File: config.mk
export PLATFORM = sky130hd
export DESIGN_NAME = uart_rx_cfg
export DESIGN_NICKNAME = d
export VERILOG_FILES = /design/src/rtl/uart_rx_cfg.sv
export SDC_FILE = /design/constraint.sdc
export NUM_CORES = 1
export LEC_CHECK = 0
export ABC_AREA = 1
export CAP_MARGIN = 20
export CELL_PAD_IN_SITES_DETAIL_PLACEMENT = 0
export CELL_PAD_IN_SITES_GLOBAL_PLACEMENT = 2
export CORE_UTILIZATION = 36
export DETAILED_ROUTE_END_ITERATION = 8
export PLACE_DENSITY_LB_ADDON = 0.1
export SYNTH_ARGS = -nofsm -noshare
export SYNTH_HDL_FRONTEND = slang
export SYNTH_SLANG_ARGS = --single-unit
File: constraint.sdc
create_clock -name clk -period 1.9 [get_ports clk]
set_input_delay 0.475 -clock clk [delete_from_list [all_inputs] [get_ports clk]]
set_output_delay 0.475 -clock clk [all_outputs]
set_load 0.02 [all_outputs]
File: src/rtl/uart_rx_cfg.sv
// Configurable UART receiver: 5..9 data bits, optional odd/even parity, 1 or 2 stop bits.
// Synchronised input, 3-sample majority vote per bit, parity/framing/break/overrun flags.
module uart_rx_cfg #(
  parameter int CLKS_PER_BIT = 87,
  parameter int DATA_BITS    = 8,
  parameter int PARITY       = 0,
  parameter int STOP_BITS    = 1
) (
  input  logic                 clk,
  input  logic                 rst_n,
  input  logic                 i_rx_s,
  input  logic                 i_rd_ack,
  output logic                 o_rx_dv,
  output logic [DATA_BITS-1:0] o_rx_byte,
  output logic                 o_parity_err,
  output logic                 o_frame_err,
  output logic                 o_break,
  output logic                 o_overrun,
  output logic                 o_busy
);

  localparam int CNT_W = $clog2(CLKS_PER_BIT);
  localparam logic [CNT_W-1:0] CNT_MAX = CNT_W'(CLKS_PER_BIT - 1);
  localparam logic [CNT_W-1:0] SMP_A   = CNT_W'((CLKS_PER_BIT - 1) / 2 - 1);
  localparam logic [CNT_W-1:0] SMP_B   = CNT_W'((CLKS_PER_BIT - 1) / 2);
  localparam logic [CNT_W-1:0] DECIDE  = CNT_W'((CLKS_PER_BIT - 1) / 2 + 1);
  localparam logic [3:0] LAST_DATA = 4'(DATA_BITS - 1);
  localparam logic [3:0] LAST_STOP = 4'(STOP_BITS - 1);
  localparam logic PAR_EN  = (PARITY != 0);
  localparam logic PAR_ODD = (PARITY == 1);

  typedef enum logic [2:0] {
    IDLE, START, DATA, PAR, STOP, DONE, WAIT_HIGH
  } state_t;

  function automatic logic majority3(input logic a, input logic b, input logic c);
    return (a & b) | (a & c) | (b & c);
  endfunction

  state_t               state_q, state_d;
  logic [CNT_W-1:0]     cnt_q, cnt_d;
  logic [3:0]           bit_idx_q, bit_idx_d;
  logic [1:0]           sync_q;
  logic                 rx_s;
  logic [1:0]           samp_q, samp_d;
  logic [DATA_BITS-1:0] shadow_q, shadow_d;
  logic                 par_bit_q, par_bit_d;
  logic                 perr_q, perr_d;
  logic                 ferr_q, ferr_d;
  logic [DATA_BITS-1:0] rx_byte_q, rx_byte_d;
  logic                 pending_q, pending_d;
  logic                 overrun_q, overrun_d;
  logic                 decide;
  logic                 vote;
  logic                 dv;
  logic                 brk;

  assign rx_s   = sync_q[1];
  assign decide = (cnt_q == DECIDE);
  assign vote   = majority3(samp_q[0], samp_q[1], rx_s);

  always_comb begin
    state_d   = state_q;
    cnt_d     = (cnt_q == CNT_MAX) ? '0 : cnt_q + 1'b1;
    bit_idx_d = bit_idx_q;
    samp_d    = samp_q;
    shadow_d  = shadow_q;
    par_bit_d = par_bit_q;
    perr_d    = perr_q;
    ferr_d    = ferr_q;
    rx_byte_d = rx_byte_q;

    if (cnt_q == SMP_A) samp_d[0] = rx_s;
    if (cnt_q == SMP_B) samp_d[1] = rx_s;

    case (state_q)
      IDLE: begin
        cnt_d     = '0;
        bit_idx_d = '0;
        if (!rx_s) state_d = START;
      end
      START: begin
        if (decide) begin
          if (vote) begin
            // Start bit did not survive the vote: treat as a glitch
            state_d = IDLE;
            cnt_d   = '0;
          end else begin
            state_d   = DATA;
            bit_idx_d = '0;
            perr_d    = 1'b0;
            ferr_d    = 1'b0;
          end
        end
      end
      DATA: begin
        if (decide) begin
          shadow_d = {vote, shadow_q[DATA_BITS-1:1]};
          if (bit_idx_q == LAST_DATA) begin
            bit_idx_d = '0;
            state_d   = PAR_EN ? PAR : STOP;
          end else begin
            bit_idx_d = bit_idx_q + 1'b1;
          end
        end
      end
      PAR: begin
        if (decide) begin
          par_bit_d = vote;
          perr_d    = ((^shadow_q) ^ vote) != PAR_ODD;
          state_d   = STOP;
        end
      end
      STOP: begin
        if (decide) begin
          if (!vote) ferr_d = 1'b1;
          if (bit_idx_q == LAST_STOP) begin
            state_d   = DONE;
            rx_byte_d = shadow_q;
          end else begin
            bit_idx_d = bit_idx_q + 1'b1;
          end
        end
      end
      DONE: begin
        cnt_d   = '0;
        state_d = ferr_q ? WAIT_HIGH : IDLE;
      end
      WAIT_HIGH: begin
        // A held-low line must go high before another start bit is accepted
        cnt_d = '0;
        if (rx_s) state_d = IDLE;
      end
      default: begin
        state_d = IDLE;
        cnt_d   = '0;
      end
    endcase
  end

  assign dv  = (state_q == DONE);
  assign brk = ferr_q && (shadow_q == '0) && (!PAR_EN || !par_bit_q);

  always_comb begin
    pending_d = pending_q;
    overrun_d = overrun_q;
    if (i_rd_ack) begin
      pending_d = 1'b0;
      overrun_d = 1'b0;
    end
    if (dv) begin
      pending_d = 1'b1;
      if (pending_q && !i_rd_ack) overrun_d = 1'b1;
    end
  end

  always_ff @(posedge clk or negedge rst_n) begin
    if (!rst_n) begin
      sync_q    <= 2'b11;
      state_q   <= IDLE;
      cnt_q     <= '0;
      bit_idx_q <= '0;
      perr_q    <= 1'b0;
      ferr_q    <= 1'b0;
      rx_byte_q <= '0;
      pending_q <= 1'b0;
      overrun_q <= 1'b0;
    end else begin
      sync_q    <= {sync_q[0], i_rx_s};
      state_q   <= state_d;
      cnt_q     <= cnt_d;
      bit_idx_q <= bit_idx_d;
      perr_q    <= perr_d;
      ferr_q    <= ferr_d;
      rx_byte_q <= rx_byte_d;
      pending_q <= pending_d;
      overrun_q <= overrun_d;
    end
  end

  always_ff @(posedge clk) begin
    samp_q    <= samp_d;
    shadow_q  <= shadow_d;
    par_bit_q <= par_bit_d;
  end

  assign o_rx_dv      = dv;
  assign o_rx_byte    = rx_byte_q;
  assign o_parity_err = dv & perr_q;
  assign o_frame_err  = dv & ferr_q;
  assign o_break      = dv & brk;
  assign o_overrun    = overrun_q;
  assign o_busy       = (state_q != IDLE);

endmodule
Word-level counts from Yosys, hierarchy flattened
Cells that the tools add are included.
{ "classes": {"n_addsub": 2, "n_eq_ne": 22, "n_mux": 34, "n_bitwise": 9, "n_reduce_logical": 19} }
{ "ops": {"columns": ["cell", "count"], "rows": [
  ["$mux W3", 9],
  ["$mux W4", 6],
  ["$ne A2 B2 Y1 const B", 11],
  ["$eq A7 B6 Y1 const B", 3],
  ["$mux W7", 3],
  ["$pmux W3 S7", 1],
  ["$pmux W4 S4", 1],
  ["$pmux W7 S2", 1],
  ["$mux W1", 10],
  ["$eq A3 B3 Y1 const B", 3],
  ["$logic_not A8 Y1", 1],
  ["$reduce_and A8 Y1", 1],
  ["$reduce_xor A8 Y1", 1],
  ["$add A7 B1 Y7 const B", 1],
  ["$eq A7 B7 Y1 const B", 1],
  ["$and A1 B1 Y1", 6],
  ["$eq A3 B2 Y1 const B", 2],
  ["$reduce_and A6 Y1", 1],
  ["$reduce_bool A2 Y1", 3],
  ["$reduce_and A5 Y1", 1],
  ["$add A4 B1 Y4 const B", 1],
  ["$eq A4 B3 Y1 const B", 1],
  ["$logic_not A4 Y1", 1],
  ["$pmux W1 S2", 2],
  ["other kinds (13)", 15]
]} }
{ "totals": {"reg_bits": 38, "input_bits": 4, "output_inout_bits": 14, "wordCells": 98} }

Depth between registers and ports, before layout
Gate-level depths: netlist (run 1).
{ "depth": {"depth_word": 6, "depth_mapped": 11} }

Worst setup path before layout (run 1)
Ideal clock, no wire load.
{ "synth_path": {"kind": "reg-to-output", "startpoint": "register state_q[1]", "endpoint": "output o_break", "arrival_ps": 1388, "setup_slack_ps": 37, "path_stages_with_launch": 5, "n_path_buf": 1, "cell_sequence": "dfrtp_1 -> buf_6 -> nor3_2 -> nand2_1 -> nor2_1"} }
{ "synth_via": {"elab_chain_cells": 2} }
{ "synth_lines": {"columns": ["element", "line_no", "text"], "rows": [
  ["from (decl)", "40", "state_t state_q, state_d;"],
  ["from (signal assigned)", "170", "state_q <= state_d;"],
  ["$eq A3 B3 Y1", "141", "assign dv = (state_q == DONE);"],
  ["named net o_rx_dv", "13", "output logic o_rx_dv,"],
  ["$and A1 B1 Y1", "191", "assign o_break = dv & brk;"],
  ["to (decl)", "17", "output logic o_break,"]
]} }
The timed path passes the listed nets, and every way through them passes these cells.

Worst setup path after layout (run 1)
{ "layout_path": {"startpoint": "register state_q[2]", "endpoint": "output o_parity_err"} }
{ "layout_via": {"elab_chain_cells": 2} }
{ "layout_lines": {"columns": ["element", "line_no", "text"], "rows": [
  ["$eq A3 B3 Y1", "141", null],
  ["$and A1 B1 Y1", "189", "assign o_parity_err = dv & perr_q;"],
  ["to (decl)", "15", "output logic o_parity_err,"]
]} }
No other way between the ends.

==> results of run 1 <==
worst max path at each step:
stage / start / endpoint / slack (ns) / cells past startpoint
global route: state_q[2]$_DFFE_PN0P_ / o_parity_err / 0.006 / 6
global placement: state_q[1]$_DFFE_PN0P_ / o_break / -0.07 / 4
CTS: state_q[1]$_DFFE_PN0P_ / o_break / -0.02 / 4
detailed placement: state_q[1]$_DFFE_PN0P_ / o_break / -0.07 / 4
finish: state_q[2]$_DFFE_PN0P_ / o_parity_err / 0.12 / 6
floorplan: state_q[1]$_DFFE_PN0P_ / o_break / 0.04 / 4
cell families after synthesis:
kind of cell / count (synthesis) / share of synthesized area (%)
AOI/OAI and AO/OA: 29 / 9.65
xor gates and xnor gates: 9 / 3.58
and+or+nand+nor: 126 / 28.4
DFF: 38 / 45.5
buffers and inverters: 41 / 7.78
adders and majority gates: 9 / 5.11
synth_stat cells (all sizes together), types with 2 or more instances:
cell / instances
nand3: 18
nand4: 4
nor3: 4
nor2: 24
o21ai: 11
o211ai: 7
o21bai: 5
xnor2: 4
buf: 3
xor2: 5
dfrtp: 26
a21oi: 6
nand2: 75
ha: 9
edfxtp: 10
dfstp: 2
inv: 37
sequential cells by signal, summed over array words and instances, names as in the netlist:
name / cells
state_q: 3
pending_q: 1
sync_q: 2
o_rx_byte: 8
perr_q: 1
cnt_q: 7
o_overrun: 1
shadow_q: 8
samp_q: 2
bit_idx_q: 4
ferr_q: 1
per-stage QoR:
step	cell area, µm²	setup TNS, ns
detailed placement	2610	-0.0751
global placement	2610	-0.0669
finish	2730	0
global route	2730	0
CTS	2730	-0.0231
floorplan	2200	0
cell type report:
class | count | area, µm²
Fill cell | 599 | 3190
Multi-Input combinational cell | 173 | 1040
Sequential cell | 38 | 1000
Timing Repair Buffer | 42 | 335
Inverter | 38 | 144
Tap cell | 75 | 93.8
Clock buffer | 7 | 86.3
Clock inverter | 1 | 30.0
report_power, final:
part | total [mW] | internal, mW | leakage, nW | switching [mW]
Clock | 0.724 | 0.428 | 0.0585 | 0.296
Sequential | 0.928 | 0.884 | 0.468 | 0.0437
Combinational | 0.768 | 0.270 | 0.801 | 0.498
Total | 2.42 | 1.58 | 1.33 | 0.837
repair_timing:
action | CTS | global route
endpoints found under the hold margin | 0 | 0
pin swaps | 0 | 2
setup endpoints to repair | 5 | 5
hold buffers | 0 | 0
gates resized for setup | 14 | 7
setup buffers | 0 | 2
worst reg2reg max path, cell delays in order, from the launching register on:
cell and delay [ns]:
dfrtp_1 0.41, buf_4 0.19, nor2_4 0.09, buf_4 0.13, nand2_4 0.07, clkinv_2 0.09, nand4_4 0.28, nand2_1 0.17
o21ai_2 0.06
layer usage:
metal	vias up	share of wire [%]	wire [µm]
li1	897	-	-
met1	751	52	2480
met2	20	45	2130
met3	6	2.3	112
met4	0	1.3	63
met5	-	0	0
==> flow_summary_export.csv, run 1 <==
group,metric,value,unit
run_status,outcome,"completed",
global_routing,grt-ovfl-total,0,
worst_setup_path,r2r_slack,0.29,ns
place,dpl.hpwl,3.58,mm
floorplan,die_width,80.3,µm
worst_hold_path,min_to,"sync_q[1]$_DFF_PN1_",
global_routing,grt_max_degree,29,
floorplan,rows,28,
synth,synth_edf_count,10,
layout,drive_gt1_share,26.4,%
floorplan,core_area,5920,µm²
synth,syn_nets,265,
place,port_buffers,17,
floorplan,die_h,80.3,µm
global_routing,grt_use_met2,27.5,%
clocking,clock-sinks,38,
global_routing,use_met1,23.7,%
clocking,max-clock-path-buffers,2,
routing,vias,1674,
timing,worst_hold_slack,0.358,ns
routing,first_pass_iters,4,
timing,hold_violations,0,
place,dp.cells,364,
synth,synth-seq-cells,38,
timing,setup_violations,0,
floorplan,start_util,37.2,%
synth,synth.distinct_cells,31,
clocking,clock_latency,0.29,ns
layout,final_cell_mix,"66 x nand2_1, 30 x inv_1, 26 x dfrtp_1, 26 x buf_4, 18 x nor2_1",
clocking,clk_pin_slew,0.07,ns
worst_hold_path,hp-start,"sync_q[0]$_DFF_PN1_",
worst_setup_path,crit_arrival,1.31,ns
floorplan,die-area,6440,µm²
timing,tightest_slew,0.390,ns
routing,drt_iter0_markers,63,
layout,area.growth.synth_to_final,23.9,%
clocking,htree_levels,2,
layout,layout.cells.non_filler,374,
power,p_per_area,886,nW/µm²
worst_setup_path,worstReg2RegEnd,"o_rx_byte[7]$_DFFE_PN0P_",
synth,synth.largest_area_cell,"dfrtp_1",
global_routing,grt_pass1_wl,8.26,mm
power,power,2.42,mW
worst_hold_path,min_path_type,"flip-flop to flip-flop",
timing,clock_skew,0.00885,ns
worst_setup_path,cp_num_buf_inv,4,
floorplan,ios,18,
routing,ant_nets,0,
clocking,clockRootBuffer,"clkbuf_8",
timing,rsz0062_at_grt,"no",
synth,syn_inst,252,
worst_setup_path,cp_slowest_cell,"dfrtp_1",
worst_hold_path,worstHoldPathCells,0,
worst_setup_path,critical-path-top-delay-family,"buffers and inverters",
worst_setup_path,crit_type,"flip-flop to output pin",
worst_setup_path,crit_required,1.42,ns
synth,ys_warn_count,0,
timing,fmax,561,MHz
worst_setup_path,cp-start-kind,"flip-flop",
synth,synth_flop_cell,"dfrtp_1",
timing,fin_crit_sh,93.9,%
power,ir_drop,370,µV
place,gp_congestion,0.717,
timing,slew_headroom,74.0,%
clocking,cts_tree,"built",
worst_setup_path,crit_path_max_incr_delay,0.36,ns
global_routing,grt_pass1_vias,1683,
worst_setup_path,end_kind,"output pin",
timing,drv_slew,0,
routing,wire_per_inst,12.8,µm
layout,n_antenna_cell,0,
synth,async_reset_ff_share,73.7,%
routing,drc,0,
global_routing,grt_util_met3,3.41,%
synth,syn_avg_cell_area,8.75,µm²
layout,utilization,46.1,%
global_routing,grtUsageTotal,17.3,%
power,p_leak,1.33,nW
timing,post-route-min-period,1.78,ns
worst_setup_path,reg2regPathDepth,8,
worst_setup_path,crit_fanout,2,
run,maxCapViolations,0,
clocking,cts_inserted_buffers,5,
layout,final_nets,311,
timing,fin_ws,0.116,ns
routing,drt-total-wl,4.79,mm
synth,ys_top_cells_by_area,"dfrtp_1 30%, edfxtp_1 14%, nand2_1 11%",
place,post-place-ws,-0.0679,ns
synth,yosysTopAreaCellShare,29.5,%
global_routing,antenna_found_initial,0,
worst_setup_path,crit_chain,"inv_2 > nor3_4 > buf_4 > inv_1 > nor2_1 > buf_2",
worst_setup_path,r2r-start,"state_q[1]$_DFFE_PN0P_",
routing,via_per_inst,4.48,
synth,synth_area,2200,µm²
layout,mostFrequentLayoutCell,"nand2_1",
global_routing,grt.busiest_layer,"met2",
synth,seq_area_frac_synth,45.5,%
Note: power is estimated with default switching activity, not from simulation.
==> run 2: changes to the inputs <==
--- a/config.mk
+++ b/config.mk
@@ -11,6 +11,7 @@
 export CELL_PAD_IN_SITES_GLOBAL_PLACEMENT = 2
 export CORE_UTILIZATION = 36
 export DETAILED_ROUTE_END_ITERATION = 8
+export GPL_TIMING_DRIVEN = 0
 export PLACE_DENSITY_LB_ADDON = 0.1
 export SYNTH_ARGS = -nofsm -noshare
 export SYNTH_HDL_FRONTEND = slang
==> run 2 against run 1 <==
Cell area decreased by 0.50%. Non-clock buffer count down 8. Critical path depth fell by 1. Cell count fell by 2.1%. Sequential cell count is the same. Count of clock-buffer cells in the layout is 2 lower. Clock skew fell by 0.0022 ns. Critical endpoint is now o_break. Largest power group unchanged. Highest routed layer unchanged.
==> flow_summary_export.csv, run 2 (synthesized netlist as in run 1, its figures left out) <==
group,metric,value,unit
floorplan,die_width,80.3,µm
timing,drv_slew,0,
timing,setup_violations,0,
worst_hold_path,min_path_type,"input pin to async pin",
routing,drt_iter0_markers,80,
place,dp.cells,344,
layout,final_nets,303,
clocking,cts_inserted_buffers,5,
layout,n_antenna_cell,0,
timing,clock_skew,0.00666,ns
worst_setup_path,crit_chain,"buf_6 > nor3_4 > nand2_2 > nor2_4 > buf_6",
worst_setup_path,cp_common_cell,"buf_6",
timing,slew_headroom,55.3,%
layout,final_cell_mix,"66 x nand2_1, 25 x inv_1, 25 x dfrtp_1, 16 x nor2_1, 16 x buf_4",
clocking,clock_latency,0.29,ns
worst_setup_path,crit_arrival,1.39,ns
routing,via_per_inst,4.55,
worst_setup_path,crit_type,"flip-flop to output pin",
floorplan,ios,18,
clocking,cts_tree,"built",
global_routing,grt-ovfl-total,0,
timing,hold_violations,0,
floorplan,rows,28,
layout,mostFrequentLayoutCell,"nand2_1",
worst_setup_path,cp-start-kind,"flip-flop",
global_routing,grt_pass1_wl,7.64,mm
timing,tightest_slew,0.671,ns
clocking,clk_pin_slew,0.09,ns
global_routing,grt_max_degree,29,
global_routing,grtUsageTotal,16.0,%
floorplan,die-area,6440,µm²
global_routing,antenna_found_initial,0,
power,ir_drop,475,µV
power,p_leak,1.30,nW
routing,first_pass_iters,4,
place,port_buffers,17,
floorplan,start_util,37.2,%
place,gp_congestion,0.736,
routing,vias,1667,
worst_setup_path,cp_slowest_cell,"dfrtp_1",
run_status,outcome,"completed",
timing,rsz0062_at_grt,"yes",
clocking,clockRootBuffer,"clkbuf_8",
floorplan,die_h,80.3,µm
worst_setup_path,crit_start,"state_q[1]$_DFFE_PN0P_",
power,p_per_area,939,nW/µm²
worst_setup_path,r2r-start,"cnt_q[0]$_DFF_PN0_",
clocking,htree_levels,2,
routing,drt-total-wl,4.66,mm
place,dpl.hpwl,3.37,mm
timing,post-route-min-period,1.86,ns
layout,drive_gt1_share,27.8,%
layout,layout.cells.non_filler,366,
clocking,max-clock-path-buffers,2,
worst_setup_path,crit_path_max_incr_delay,0.38,ns
clocking,ctsHoldBuffers,0,
layout,area.growth.synth_to_final,23.3,%
power,power,2.55,mW
routing,ant_nets,0,
routing,drc,0,
worst_setup_path,r2r_slack,0.18,ns
floorplan,core_area,5920,µm²
worst_setup_path,crit_fanout,7,
worst_setup_path,crit_required,1.42,ns
timing,fmax,537,MHz
run,maxCapViolations,0,
clocking,clock-sinks,38,
routing,wire_per_inst,12.7,µm
global_routing,grt_pass1_vias,1542,
worst_setup_path,end_kind,"output pin",
timing,fin_crit_sh,98.0,%
run 2: cell types whose count changed in the layout (fill, tap and decap cells not counted), sizes merged:
cell and delta:
clkbuf -3, buf -6, inv -1, clkinv +2
clkdlybuf4s50 -1, bufinv +1
run 2: path summary, 6_finish.rpt:
path                                             to  cells after the start
min in group clk                sync_q[1]$_DFF_PN1_                      0
max reg2reg                   shadow_q[4]$_DFFE_PP_                      6
min reg2reg                     sync_q[1]$_DFF_PN1_                      0
min                        o_rx_byte[6]$_DFFE_PN0P_                      1
max                                         o_break                      5
max in group asynchronous    state_q[2]$_DFFE_PN0P_                      1
run 2: per-layer routing:
metal,part of all wire [%],routed length (µm),track usage [%],vias to the layer above
met2,44,2070,24.1,21
met5,0,0,0,-
li1,-,-,-,883
met4,1.2,58,4.29,0
met1,51,2370,22.6,758
met3,3.5,164,3.98,5
run 2: power breakdown:
group	internal [mW]	switching, mW
combinational	0.284	0.493
sequential	0.885	0.0452
clock	0.527	0.318
run 2: repair_timing:
| item | 4_1_cts | 5_1_grt |
|---|---|---|
| gates resized for setup | 22 | 14 |
| setup endpoints to repair | 13 | 5 |
| pin swaps | 2 | 1 |
| setup buffers | 5 | 9 |
run 2: layout make-up:
type                    instances  area [µm²]
fillers                       599        3200
multi-input cells             173        1050
clock inverters                 3        68.8
repair buffers                 31         256
flip-flops and latches         38        1000
inverters                      38         149
clock buffers                   5        68.8
plain buffers                   3        27.5
well taps                      75        93.8
run 2: metrics by stage:
step / setup WS [ns] / hold slack (ns) / cell area, µm² / setup TNS (ns) / util (%)
2_1_floorplan: 0.0370 / 0.179 / 2200 / 0 / -
3_3_place_gp: -0.459 / 0.351 / 2470 / -9.54 / 41.7
3_5_place_dp: -0.432 / 0.354 / 2460 / -1.50 / 41.6
4_1_cts: 0.00664 / 0.242 / 2640 / 0 / 44.6
5_1_grt: -0.0302 / 0.260 / 2720 / -0.0573 / 45.9
6_report: 0.0381 / 0.210 / 2720 / 0 / 45.9
run 2: critical path: cells and delay by family (launching register included):
| family | cells | cell delay (ns) |
|---|---|---|
| buf+inv | 2 | 0.26 |
| simple gates | 3 | 0.45 |
| flops | 1 | 0.38 |
==> run 3: changes to the inputs <==
--- a/config.mk
+++ b/config.mk
@@ -13,6 +13,8 @@
 export DETAILED_ROUTE_END_ITERATION = 8
 export GPL_TIMING_DRIVEN = 0
 export PLACE_DENSITY_LB_ADDON = 0.1
+export REMOVE_ABC_BUFFERS = 1
+export SLEW_MARGIN = 10
 export SYNTH_ARGS = -nofsm -noshare
 export SYNTH_HDL_FRONTEND = slang
 export SYNTH_SLANG_ARGS = --single-unit
==> run 3 against run 2 <==
Die area unchanged. Non-clock buffer count decreased by 13. Count of clock-buffer cells in the layout unchanged. Cell count decreased by 3.6%. Via count decreased by 1.6%. Sequential share of layout area increased by 1.7 points.
==> flow_summary_export.csv, run 3 (synthesized netlist as in run 1, its figures left out) <==
group,metric,value,unit
timing,drv_slew,0,
place,port_buffers,17,
power,seqPwrFrac,37.5,%
worst_setup_path,crit_fanout,5,
power,power_switching,0.835,mW
clocking,cts_tree,"built",
worst_hold_path,min_path_type,"input pin to async pin",
routing,wire_per_inst,12.9,µm
layout,drive_gt1_share,22.7,%
floorplan,start_util,37.2,%
worst_setup_path,crit_type,"flip-flop to output pin",
timing,post-route-min-period,1.82,ns
global_routing,grt_pass1_vias,1521,
layout,final_cell_mix,"66 x nand2_1, 29 x inv_1, 24 x dfrtp_1, 17 x nor2_1, 14 x nand3_1",
worst_setup_path,cp_slowest_cell,"dfrtp_1",
clocking,clockRootBuffer,"clkbuf_8",
timing,fmax,548,MHz
timing,rsz0062_at_grt,"yes",
layout,n_antenna_cell,0,
clocking,clock-sinks,38,
timing,hold_violations,0,
worst_setup_path,crit_path_max_incr_delay,0.37,ns
clocking,htree_levels,2,
timing,setup_violations,0,
power,p_leak,1.23,nW
routing,drt-total-wl,4.55,mm
routing,ant_nets,0,
power,p_int,1.65,mW
routing,first_pass_iters,4,
layout,utilization,43.9,%
global_routing,grt-ovfl-total,0,
global_routing,grt_pass1_wl,7.47,mm
power,ir_drop,397,µV
routing,drt_iter0_markers,93,
worst_setup_path,cp-start-kind,"flip-flop",
global_routing,grt_max_degree,29,
clocking,cts_inserted_buffers,5,
layout,seq_area,1010,µm²
run_status,outcome,"completed",
layout,multi_input_area,1040,µm²
floorplan,die-area,6440,µm²
layout,final_nets,290,
floorplan,ios,18,
timing,slew_headroom,54.7,%
place,post-place-ws,-0.315,ns
timing,clock_skew,0.00864,ns
routing,drc,0,
timing,fin_ws,0.0765,ns
floorplan,rows,28,
worst_setup_path,crit_chain,"inv_2 > nor3_4 > nand2_2 > nor2_1 > buf_4",
run,maxCapViolations,0,
power,p_comb_share,28.7,%
layout,fill_cells,602,
place,gp_congestion,0.705,
worst_setup_path,reg2regPathDepth,6,
worst_setup_path,end_kind,"output pin",
timing,tightest_slew,0.680,ns
clocking,clock_latency,0.30,ns
layout,mostFrequentLayoutCell,"nand2_1",
floorplan,die_width,80.3,µm
routing,via_per_inst,4.65,
clocking,max-clock-path-buffers,2,
timing,fin_crit_sh,96.0,%
worst_setup_path,crit_arrival,1.35,ns
floorplan,die_h,80.3,µm
power,p_per_area,955,nW/µm²
place,dpl.hpwl,3.34,mm
routing,vias,1640,
power,sw_frac_of_total,33.6,%
clocking,ctsHoldBuffers,0,
global_routing,grtUsageTotal,15.7,%
global_routing,antenna_found_initial,0,
clocking,clk_pin_slew,0.08,ns
power,clockPowerShare,33.7,%
worst_setup_path,crit_required,1.42,ns
layout,area.growth.synth_to_final,17.9,%
floorplan,core_area,5920,µm²
## run 3: path summary, 6_finish.rpt
kind                                              from                endpoint  slack (ns)
min in group clk                   sync_q[0]$_DFF_PN1_     sync_q[1]$_DFF_PN1_        0.36
worst max-delay path            state_q[0]$_DFFE_PN0P_                 o_break        0.08
worst max register to register      cnt_q[0]$_DFF_PN0_   shadow_q[4]$_DFFE_PP_        0.15
worst min register to register     sync_q[0]$_DFF_PN1_     sync_q[1]$_DFF_PN1_        0.36
worst min-delay path                             rst_n      cnt_q[1]$_DFF_PN0_        0.22
max in group asynchronous                        rst_n  state_q[1]$_DFFE_PN0P_        1.20
## run 3: critical path: cells and delay by family, from the launching register on
family / cells / cell delay [ns]
buffers and inverters: 2 / 0.23
and+or+nand+nor: 3 / 0.45
DFF: 1 / 0.37
## run 3: layout make-up
class                      instances  share of cell area (%)
clock inverter                     3                    2.65
timing repair buffer              21                    6.79
tap                               75                    3.61
clock buffer                       5                    2.65
multi-input combinational        173                    40.1
inverter                          38                    5.54
sequential                        38                    38.7
## run 3: repair_timing
item	in CTS	in global routing
pin swaps	2	3
buffers inserted	4	0
resized for setup	21	2
endpoints found under the setup margin	13	3
## run 3: power by group through the flow
stage | Sequential (mW) | Clock (mW) | Combinational [mW]
floorplan | 0.955 | 0 | 0.505
global placement | 0.972 | 0 | 0.667
detailed placement | 0.970 | 0 | 0.664
CTS | 0.932 | 0.856 | 0.731
global route | 0.941 | 0.887 | 0.807
finish | 0.932 | 0.838 | 0.713
## run 3: stage by stage
stage	instances	TNS (ns)	total power, mW	hold WS (ns)	area (µm²)
2_1_floorplan	249	-0.00918	1.46	0.179	2180
3_3_place_gp	341	-8.62	1.64	0.348	2440
3_5_place_dp	341	-1.73	1.63	0.347	2440
4_1_cts	353	0	2.52	0.238	2610
5_1_grt	353	-0.0345	2.64	0.260	2600
6_report	353	0	2.48	0.215	2600
## run 3: layer usage
metal	up-vias	part of all wire (%)	global-route usage [%]
met5	-	0	0
met4	0	1.4	5.36
met3	5	3.3	3.75
met2	20	45	24.4
met1	760	50	21.2
li1	855	-	-
